--- src/rtl/exe_muldiv_ctrl.sv ---
// Iterative 32x32 multiply / 32/32 divide unit: 32 CALC cycles plus one FIX cycle, done pulses 34 cycles after start.
// Stall holds the pipeline until the done cycle; the divide datapath exists only when MULDIV_DIV_EN is defined.
module exe_muldiv_ctrl (
   input  logic        CLK,
   input  logic        nRST,
   input  logic        start,
   input  logic [1:0]  op,
   input  logic [31:0] porta,
   input  logic [31:0] portb,
   input  logic        flush,
   output logic        stall,
   output logic        done,
   output logic [31:0] hi,
   output logic [31:0] lo,
   output logic        div_zero,
   output logic        op_err
);

   typedef enum logic [1:0] {IDLE, CALC, FIX, DONE} state_t;

   state_t      state, state_next;
   logic [4:0]  count;
   logic [31:0] acc_hi, acc_lo, mcand;
   logic        neg_lo;
   logic        signed_op, div_zero_req, op_bad, go_calc, go_done;
   logic [31:0] mag_a, mag_b;
   logic [32:0] mul_sum;
   logic [63:0] prod, prod_neg;
   logic [31:0] fix_hi, fix_lo;
`ifdef MULDIV_DIV_EN
   logic        is_div, neg_hi;
   logic [32:0] div_shift;
   logic        div_ge;
   logic [31:0] div_diff;
`endif

   always_comb begin
      signed_op = ~op[0];
      mag_a     = (signed_op && porta[31]) ? -porta : porta;
      mag_b     = (signed_op && portb[31]) ? -portb : portb;
`ifdef MULDIV_DIV_EN
      div_zero_req = op[1] && (portb == 32'd0);
      op_bad       = 1'b0;
`else
      div_zero_req = 1'b0;
      op_bad       = op[1];
`endif
      go_calc = start && !op_bad && !div_zero_req;
      go_done = start && (op_bad || div_zero_req);
   end

   always_comb begin
      state_next = state;
      case (state)
         IDLE: begin
            if (go_calc)      state_next = CALC;
            else if (go_done) state_next = DONE;
         end
         CALC:    if (count == 5'd31) state_next = FIX;
         FIX:     state_next = DONE;
         DONE:    state_next = IDLE;
         default: state_next = IDLE;
      endcase
      if (flush) state_next = IDLE;
   end

   always_comb begin
      stall = (state == IDLE && start) || state == CALC || state == FIX;
      done  = (state == DONE);
   end

   // One shift-add step: acc_hi:acc_lo is the partial product, multiplier bits shift out of acc_lo.
   always_comb begin
      mul_sum  = {1'b0, acc_hi} + (acc_lo[0] ? {1'b0, mcand} : 33'd0);
      prod     = {acc_hi, acc_lo};
      prod_neg = -prod;
      {fix_hi, fix_lo} = neg_lo ? prod_neg : prod;
`ifdef MULDIV_DIV_EN
      div_shift = {acc_hi, acc_lo[31]};
      div_ge    = div_shift >= {1'b0, mcand};
      div_diff  = div_shift[31:0] - mcand;
      if (is_div) begin
         fix_lo = neg_lo ? -acc_lo : acc_lo;
         fix_hi = neg_hi ? -acc_hi : acc_hi;
      end
`endif
   end

   always_ff @(posedge CLK) begin
      if (!nRST) begin
         state    <= IDLE;
         count    <= 5'd0;
         hi       <= 32'd0;
         lo       <= 32'd0;
         div_zero <= 1'b0;
         op_err   <= 1'b0;
         acc_hi   <= 32'd0;
         acc_lo   <= 32'd0;
         mcand    <= 32'd0;
         neg_lo   <= 1'b0;
`ifdef MULDIV_DIV_EN
         is_div   <= 1'b0;
         neg_hi   <= 1'b0;
`endif
      end else begin
         state    <= state_next;
         div_zero <= 1'b0;
         op_err   <= 1'b0;
         count    <= (state == CALC) ? count + 5'd1 : 5'd0;
         case (state)
            IDLE: begin
               if (start) begin
                  // Multiplier and dividend share acc_lo; multiplicand and divisor share mcand.
                  acc_hi <= 32'd0;
                  acc_lo <= mag_a;
                  mcand  <= mag_b;
                  neg_lo <= signed_op && (porta[31] ^ portb[31]);
`ifdef MULDIV_DIV_EN
                  is_div <= op[1];
                  neg_hi <= signed_op && porta[31];
`endif
               end
               if (state_next == DONE) begin
                  div_zero <= div_zero_req;
                  op_err   <= op_bad;
`ifdef MULDIV_DIV_EN
                  if (div_zero_req) begin
                     hi <= porta;
                     lo <= 32'hFFFF_FFFF;
                  end
`endif
               end
            end
            CALC: begin
`ifdef MULDIV_DIV_EN
               if (is_div) begin
                  acc_hi <= div_ge ? div_diff : div_shift[31:0];
                  acc_lo <= {acc_lo[30:0], div_ge};
               end else begin
                  acc_hi <= mul_sum[32:1];
                  acc_lo <= {mul_sum[0], acc_lo[31:1]};
               end
`else
               acc_hi <= mul_sum[32:1];
               acc_lo <= {mul_sum[0], acc_lo[31:1]};
`endif
            end
            FIX: begin
               if (state_next == DONE) begin
                  hi <= fix_hi;
                  lo <= fix_lo;
               end
            end
            default: ;
         endcase
      end
   end

endmodule

--- config.mk ---
export PLATFORM = sky130hd
export DESIGN_NAME = exe_muldiv_ctrl
export DESIGN_NICKNAME = d
export VERILOG_FILES = /design/src/rtl/exe_muldiv_ctrl.sv
export SDC_FILE = /design/constraint.sdc
export NUM_CORES = 1
export LEC_CHECK = 0
export ABC_AREA = 1
export CAP_MARGIN = 20
export CORE_ASPECT_RATIO = 0.8
export CORE_MARGIN = 4
export CORE_UTILIZATION = 30
export CTS_BUF_LIST = sky130_fd_sc_hd__clkbuf_4 sky130_fd_sc_hd__clkbuf_8 sky130_fd_sc_hd__clkbuf_16
export CTS_CLUSTER_DIAMETER = 100
export DETAILED_ROUTE_END_ITERATION = 7
export PLACE_DENSITY_LB_ADDON = 0.15
export SYNTH_ARGS = -nofsm -noshare
export SYNTH_HDL_FRONTEND = slang
export SYNTH_SLANG_ARGS = --single-unit
--- constraint.sdc ---
create_clock -name CLK -period 5.8 [get_ports CLK]
set_clock_uncertainty 0.05 [all_clocks]
set_input_delay 1.16 -clock CLK [delete_from_list [all_inputs] [get_ports CLK]]
set_output_delay 1.16 -clock CLK [all_outputs]
set_load 0.05 [all_outputs]
# Yosys cells after proc, flatten, opt, wreduce, memory -nomap -nowiden
# Cells that the tools add are included.
[totals] ff_bits=169 in_bits=70 latchBits=0 n_memories=0 output_inout_bits=68 romBits=0 ramBits=0 elab_cells=51
[op_classes] multipliers=0 order_cmp=0 shift=0 bitwise=2 n_eq_ne=6 muxes=13 div=0 n_reduce_logical=16 n_addsub=5
[ops] cell="2-to-1 mux 32 bit" count=5
[ops] cell="one-hot mux 32 bit (2 select lines)" count=2
[ops] cell="2-to-1 mux 64 bit" count=1
[ops] cell="negator 32 bit" count=2
[ops] cell="negator 64 bit" count=1
[ops] cell="adder 32 x 32 -> 33 bit" count=1
[ops] cell="2-to-1 mux 2 bit" count=4
[ops] cell="one-hot mux 2 bit (4 select lines)" count=1
[ops] cell="AND reduction 2 bit" count=4
[ops] cell="== test 2 bit (second input constant)" count=3
[ops] cell="logical AND 1 bit" count=6
[ops] cell="adder 5 x 1 -> 5 bit (second input constant)" count=1
[ops] cell="== test 5 bit (second input constant)" count=1
[ops] cell="AND reduction 3 bit" count=1
[ops] cell="== test 2 x 1 -> 1 bit (second input constant)" count=1
[ops] cell="zero test 2 bit" count=1
[ops] cell="logical OR 1 bit" count=2
[ops] cell="!= test 2 bit (second input constant)" count=1
[ops] cell="nonzero test 2 bit" count=1
[ops] cell="zero test 1 bit" count=1
[ops] cell="NOT 1 bit" count=1
[ops] cell="bitwise XOR 1 bit" count=1

# Depth between registers and ports, before layout
# Gate-level depths: netlist of the first run.
[depth] word_depth=7 depth_mapped=18 ltp_nobuf=16

# Worst setup path after synthesis of the first run
# Ideal clock, no wire load.
[synth_timing] path_kind="input -> output" startpoint="input port start" endpoint="output port stall" setup_slack_ps=2706 required_time_ps=4590 path_stages=5 arrival_time_ps=1884 n_path_buf=1 path_cell_list="nand2_1 -> inv_2 -> nor2_1 -> buf_2 -> nand2_1"
[synth_via] elab_chain_cells=3
[synth_lines] item="start: declaration" line="6" text="input logic start,"
[synth_lines] item="logical AND 1 bit" line="68" text="stall = (state == IDLE && start) || state == CALC || state == FIX;"
[synth_lines] item="logical OR 1 bit (2 in a row)" line="68"
[synth_lines] item="end: declaration" line="11" text="output logic stall,"
# Every way passes these cells.

# Worst setup path after layout of the first run
# Ends and elaborated chain as after synthesis.

==> results of run 1 <==
-- power breakdown --
| group | leakage [nW] | internal, mW | switching [mW] |
|---|---|---|---|
| registers | 1.38 | 1.22 | 0.0585 |
| clock network | 0.290 | 0.667 | 0.516 |
| logic | 5.79 | 0.238 | 0.499 |
-- metal layers --
metal  wire length (um)  share of wire  GRT usage  up-vias
met3               3261          0.069    0.03844       45
met4                754          0.016    0.04513        0
li1                   -              -          -     7253
met5                  0              0          0        -
met2              18150           0.38     0.2704      440
met1              25230           0.53     0.3165     6349
-- state kept, by name, summed over array words and instances, names as in the netlist --
register  cells
neg_lo        1
hi           32
lo           32
state         2
op_err        1
acc_hi       32
mcand        32
acc_lo       32
count         5
-- worst min path at each step --
stage / end / slack [ns] / cells past startpoint
3_5_place_dp: count[0] / 0.40 / 1
2_1_floorplan: count[0] / 0.37 / 1
5_1_grt: count[0] / 0.44 / 1
3_3_place_gp: count[0] / 0.38 / 1
4_1_cts: count[0] / 0.41 / 1
6_report: count[0] / 0.40 / 1
-- kinds of logic (layout without fill, tap and decap cells) --
group / after synthesis / count (layout)
XOR/XNOR: 42 / 42
adder cells (fa/ha/maj): 38 / 38
other: 1 / 1
AND/OR/NAND/NOR: 1273 / 1273
flip-flops: 169 / 169
buffers and inverters: 392 / 499
AO/OA/AOI/OAI: 312 / 312
-- layout make-up --
cell class	count	area, um^2
clock buffers	22	469.2
well taps	552	690.7
multi-input cells	1666	7993
fillers	4729	26780
clock inverters	10	118.9
repair buffers	147	1449
flip-flops and latches	169	3385
inverters	320	1201
-- placed cells by master, fill, tap and decap left out, types with 36 or more instances in the layout --
master | Yosys | routed
o21ai_0 | 95 | 95
clkdlybuf4s50_1 | 0 | 134
nand2_1 | 655 | 655
a21oi_1 | 139 | 139
nand3_1 | 204 | 204
nor2_1 | 314 | 313
inv_1 | 313 | 313
xor2_1 | 36 | 36
ha_1 | 37 | 37
dfxtp_1 | 169 | 168
-- metrics by stage --
step	std cells	utilization	setup slack [ns]	hold WS, ns	power, mW
after floorplan	2227	-	2.706	0.3675	1.762
after global placement	2854	0.3497	2.032	0.3785	2.026
after detailed placement	2854	0.3497	2.021	0.4005	2.027
after CTS	2886	0.3637	2.017	0.4097	3.213
after global routing	2886	0.3637	1.928	0.4444	3.342
final	2886	0.3637	2.018	0.3994	3.195
-- critical path, stage by stage --
cell and delay [ns]:
clkdlybuf4s50_1 0.40, nand2_1 0.50, inv_2 0.12, nor2_4 0.12
nand2_1 0.07, buf_4 0.19
==> results.md, run 1 <==
- Vias in the first global route: 12.54k
- Maximum clock rate: 264.4 MHz
- CP startpoint: start
- Synth unique cells: 53
- GRT overflow: 0
- Synth top area share: 0.2630
- Clk slew on worst S/H paths: 0.06 ns
- Final HPWL DP: 37.69 mm
- GRT Total Usage: 0.1986
- Setup bufs post-CTS: 0
- Simple-Gate Fraction of Synth Area: 0.4153
- Asr flop ratio synth: 0
- EDFF count, synth: 0
- Complex-gate fraction of the synthesized area: 0.1382
- Post-synth top cells: nand2_1 (655), nor2_1 (314), inv_1 (313)
- Via density: 4.881
- Design Area, Final: 15310 um^2
- Hold-fix buffers, CTS: 0
- Yosys reg bits: 169
- Standard-cell row count: 67
- GP Congestion: 0.9098
- Critical path class: in -> out
- R2R cell count: 16
- Initial Util: 0.3057
- H-tree depth: 4
- Syn-to-layout area delta: 18.99%
- Boundary Pins: 138
- First-pass GRT wire length: 72.80 mm
- FF-to-FF setup slack: 2.72 ns
- Hold Path Class: reg -> reg
- Share of cells above drive strength 1: 0.04499
- Root buffer cell: clkbuf_16
- CP required: 4.59 ns
- Ys flop type: dfxtp_1
- DR iter-0 viols: 1189
- Post_cts resized: 0
- Worst slew pin tran: 1.000 ns
- DP Area: 14720 um^2
- Fin. max-slew vios: 0
- R2r startpoint: acc_lo[0]
- Pre-antenna DRT Iters: 6
- CP Max Fanout: 11
- Clock sink count: 169
- Worst path arrival time: 2.57 ns
- Synth Area in Adders: 0.03754
- Rel. slew slack: 0.3332
- Crit. End Element: output pin
- Die H: 193.2 um
- Area of the core: 42080 um^2
- Pleak: 7.457 nW
- Die ar.: 46280 um^2
- DRC viols: 0
- Post-synthesis mux area share: 0
- Post-Route WL: 47.40 mm
- Clock Latency Late Sink: 0.45 ns
- Worst VDD drop: 0.0002085 V
- Mapped cell area: 12860 um^2
- Most common cell in the netlist: nand2_1
- CTS tree: yes
- Fin Setup TNS: 0 ns
- Pwr dens: 208.7 nW/um^2
- Yosys top cell by area: dfxtp_1
- Fin crit period: 3.782 ns
- Post-DRT Antenna Nets: 0
- Final setup violation count: 0
- Mapped Nets: 2335
- CTS Buf Count: 17
- Largest net degree at the start of global routing: 89
- Largest family of logic cells by synthesized area: simple AND/OR/NAND/NOR gates
- Nets@finish: 2429
- Yosys warning count: 0
- Reg-to-reg critical path endpoint: acc_hi[31]
- PortBufs: 136
- Status: finished clean
- Hold Path Origin: count[0]
- Maxcap violations: 0
- DR WL/cell: 16.42 um
- Synth Area in XOR/XNOR: 0.02860
- CTS Buffer Depth: 2
- Worst Setup EP: stall
- Final hold vios: 0
- Antenna violations before repair: 0
- Final worst path period share: 0.6521
- Critical Path Start Type: input pin
- # diodes: 0
- Via count: 14.09k
- Synth Area per Inst: 5.776 um^2
- Seq/Total Area, Yosys: 0.2630
- DIE WIDTH: 239.5 um
- RSZ-0062 raised after global routing: false
- Area contributors post-synth: dfxtp_1 (26%), nand2_1 (19%), nor2_1 (9.2%), inv_1 (9.1%), nand3_1 (7.9%)
- Cells after Synth: 2227
Note: power is estimated with default switching activity, not from simulation.
==> run 2, diff against run 1 <==
- clock period: 5.8 -> 3.7 ns (I/O delays scaled with it)
==> results.md, run 2 (synthesis gave the netlist of run 1 again) <==
- Finished Layout Cells: 2890 (was 2886)
- Final setup violation count: 0 (unchanged)
- Fill cell count: 4724 (was 4729)
- Most frequent cells in the layout: nand2_1 (655), inv_1 (313), nor2_1 (313) (unchanged)
- GP Congestion: 0.9341 (was 0.9098)
- Die ar.: 46280 um^2 (unchanged)
- Worst path arrival time: 1.89 ns (was 2.57 ns)
- Die H: 193.2 um (unchanged)
- RSZ-0062 raised after global routing: false (unchanged)
- Post-DRT Antenna Nets: 0 (unchanged)
- Fin Setup TNS: 0 ns (unchanged)
- Share of cells above drive strength 1: 0.04662 (was 0.04499)
- Clk slew on worst S/H paths: 0.06 ns (about the same)
- FF-to-FF setup slack: 1.18 ns (was 2.72 ns)
- Syn-to-layout area delta: 19.33% (was 18.99%)
- First-pass GRT wire length: 75.09 mm (was 72.80 mm)
- Largest net degree at the start of global routing: 124 (was 89)
- DR WL/cell: 16.68 um (was 16.42 um)
- DR iter-0 viols: 1101 (was 1189)
- Via density: 4.847 (was 4.881)
- DIE WIDTH: 239.5 um (unchanged)
- Standard-cell row count: 67 (unchanged)
- CP Max Fanout: 11 (unchanged)
- Critical Path Start Type: flop (was input pin)
- GRT Total Usage: 0.2062 (was 0.1986)
- Pre-antenna DRT Iters: 7 (was 6)
- Final hold vios: 0 (unchanged)
- Most common cell after layout, fill and taps aside: nand2_1 (unchanged)
- Antenna violations before repair: 0 (unchanged)
- Root buffer cell: clkbuf_16 (unchanged)
- Maxcap violations: 0 (unchanged)
- Post-Route WL: 48.19 mm (was 47.40 mm)
- Hold Crit Endpoint: count[0] (unchanged)
- Pleak: 7.461 nW (was 7.457 nW)
- Setup bufs post-CTS: 0 (unchanged)
- Clock sink count: 169 (unchanged)
- Clock Latency Late Sink: 0.47 ns (was 0.45 ns)
- Rel. slew slack: 0.3859 (was 0.3332)
- PortBufs: 136 (unchanged)
- Worst VDD drop: 0.0003302 V (was 0.0002085 V)
- # diodes: 0 (unchanged)
- Fin. max-slew vios: 0 (unchanged)
- Initial Util: 0.3057 (unchanged)
- Status: finished clean (unchanged)
- Placed cells: 2859 (was 2854)
- Hold path cells: 1 (unchanged)
- Pwr dens: 321.4 nW/um^2 (was 208.7 nW/um^2)
- Final HPWL DP: 38.31 mm (was 37.69 mm)
- Max layer used: met4 (unchanged)
- Hold Path Class: reg -> reg (unchanged)
- H-tree depth: 4 (unchanged)
- R2R cell count: 13 (was 16)
- Via count: 14.01k (was 14.09k)
- Area of the core: 42080 um^2 (unchanged)
- Hold-fix buffers, CTS: 0 (unchanged)
- CP required: 2.91 ns (was 4.59 ns)
- Hold Path Origin: count[0] (unchanged)
- Post_cts resized: 0 (unchanged)
- CTS Buf Count: 17 (unchanged)
- GRT overflow: 0 (unchanged)
- R2r startpoint: acc_lo[0] (unchanged)
- Worst slew pin tran: 0.9201 ns (was 1.000 ns)
- Fin crit period: 2.682 ns
- Vias in the first global route: 12.92k (was 12.54k)
- Boundary Pins: 138 (unchanged)
- Nets@finish: 2434 (was 2429)
- M1 WL: 25.52 mm (was 25.23 mm)
- Reg-to-reg critical path endpoint: acc_hi[14] (was acc_hi[31])
- CTS Buffer Depth: 2 (unchanged)
- Critical path class: reg -> out (was in -> out)
- DR WL met3: 3.076 mm (was 3.261 mm)
- Crit. End Element: output pin (unchanged)
- Maximum clock rate: 372.9 MHz
- DRC viols: 0 (unchanged)
- CTS tree: yes (unchanged)
- Final worst path period share: 0.7247
- Routed wl met2: 18.96 mm (was 18.15 mm)
==> run 2: changes by cell type in the layout (fill, tap and decap cells not counted), sizes merged <==
cell,change
buf,+5
clkbuf,-4
clkinv,+1
clkinvlp,+3
bufinv,-1
==> run 2: final cells by class <==
| cell class | count | area, um^2 | area share |
|---|---|---|---|
| tap | 552 | 690.7 | 0.04500 |
| multi-input combinational | 1666 | 7993 | 0.5207 |
| timing repair buffer | 152 | 1524 | 0.09928 |
| sequential | 169 | 3385 | 0.2205 |
| clock buffer | 18 | 432.9 | 0.02820 |
| clock inverter | 13 | 123.9 | 0.008070 |
| inverter | 320 | 1201 | 0.07825 |
==> run 2: how the worst max path moves through the flow <==
stage	start	end	cells past startpoint
6_report	state[0]	stall	5
5_1_grt	state[0]	stall	5
4_1_cts	state[0]	stall	5
3_5_place_dp	porta[0]	acc_lo[24]	11
3_3_place_gp	op[0]	mcand[12]	8
2_1_floorplan	acc_lo[0]	acc_hi[31]	18
==> run 2: metrics by stage <==
step           worst slack, ns  instance area [um^2]  power (mW)    util  hold slack [ns]
3_3_place_gp            0.9101                 14790       3.193  0.3515           0.3832
2_1_floorplan            1.361                 12860       2.763       -           0.3675
6_report                 1.018                 15350       4.933  0.3648           0.4025
4_1_cts                 0.9957                 15350       4.977  0.3648           0.4051
3_5_place_dp            0.8883                 14790       3.198  0.3515           0.3946
5_1_grt                 0.9175                 15350       5.201  0.3648           0.4300
==> run 2: worst max-delay path, stage by stage, from the launching register on <==
cell     delay (ns)
dfxtp_1        0.40
inv_1          0.11
nor2_4         0.52
nor2_4         0.10
nand2_1        0.15
buf_12         0.15
==> run 2: routing by layer <==
layer	vias to the layer above	track usage
met3	34	0.03887
met1	6297	0.3245
met2	405	0.2897
met4	0	0.04040
li1	7273	-
met5	-	0
==> run 2: where the power goes <==
group	internal [mW]	total [mW]	switching, mW	leakage, nW
Combinational	0.384	1.17	0.786	5.82
Sequential	1.91	2.00	0.0949	1.38
Clock	0.934	1.76	0.827	0.260
Total	3.23	4.93	1.71	7.46
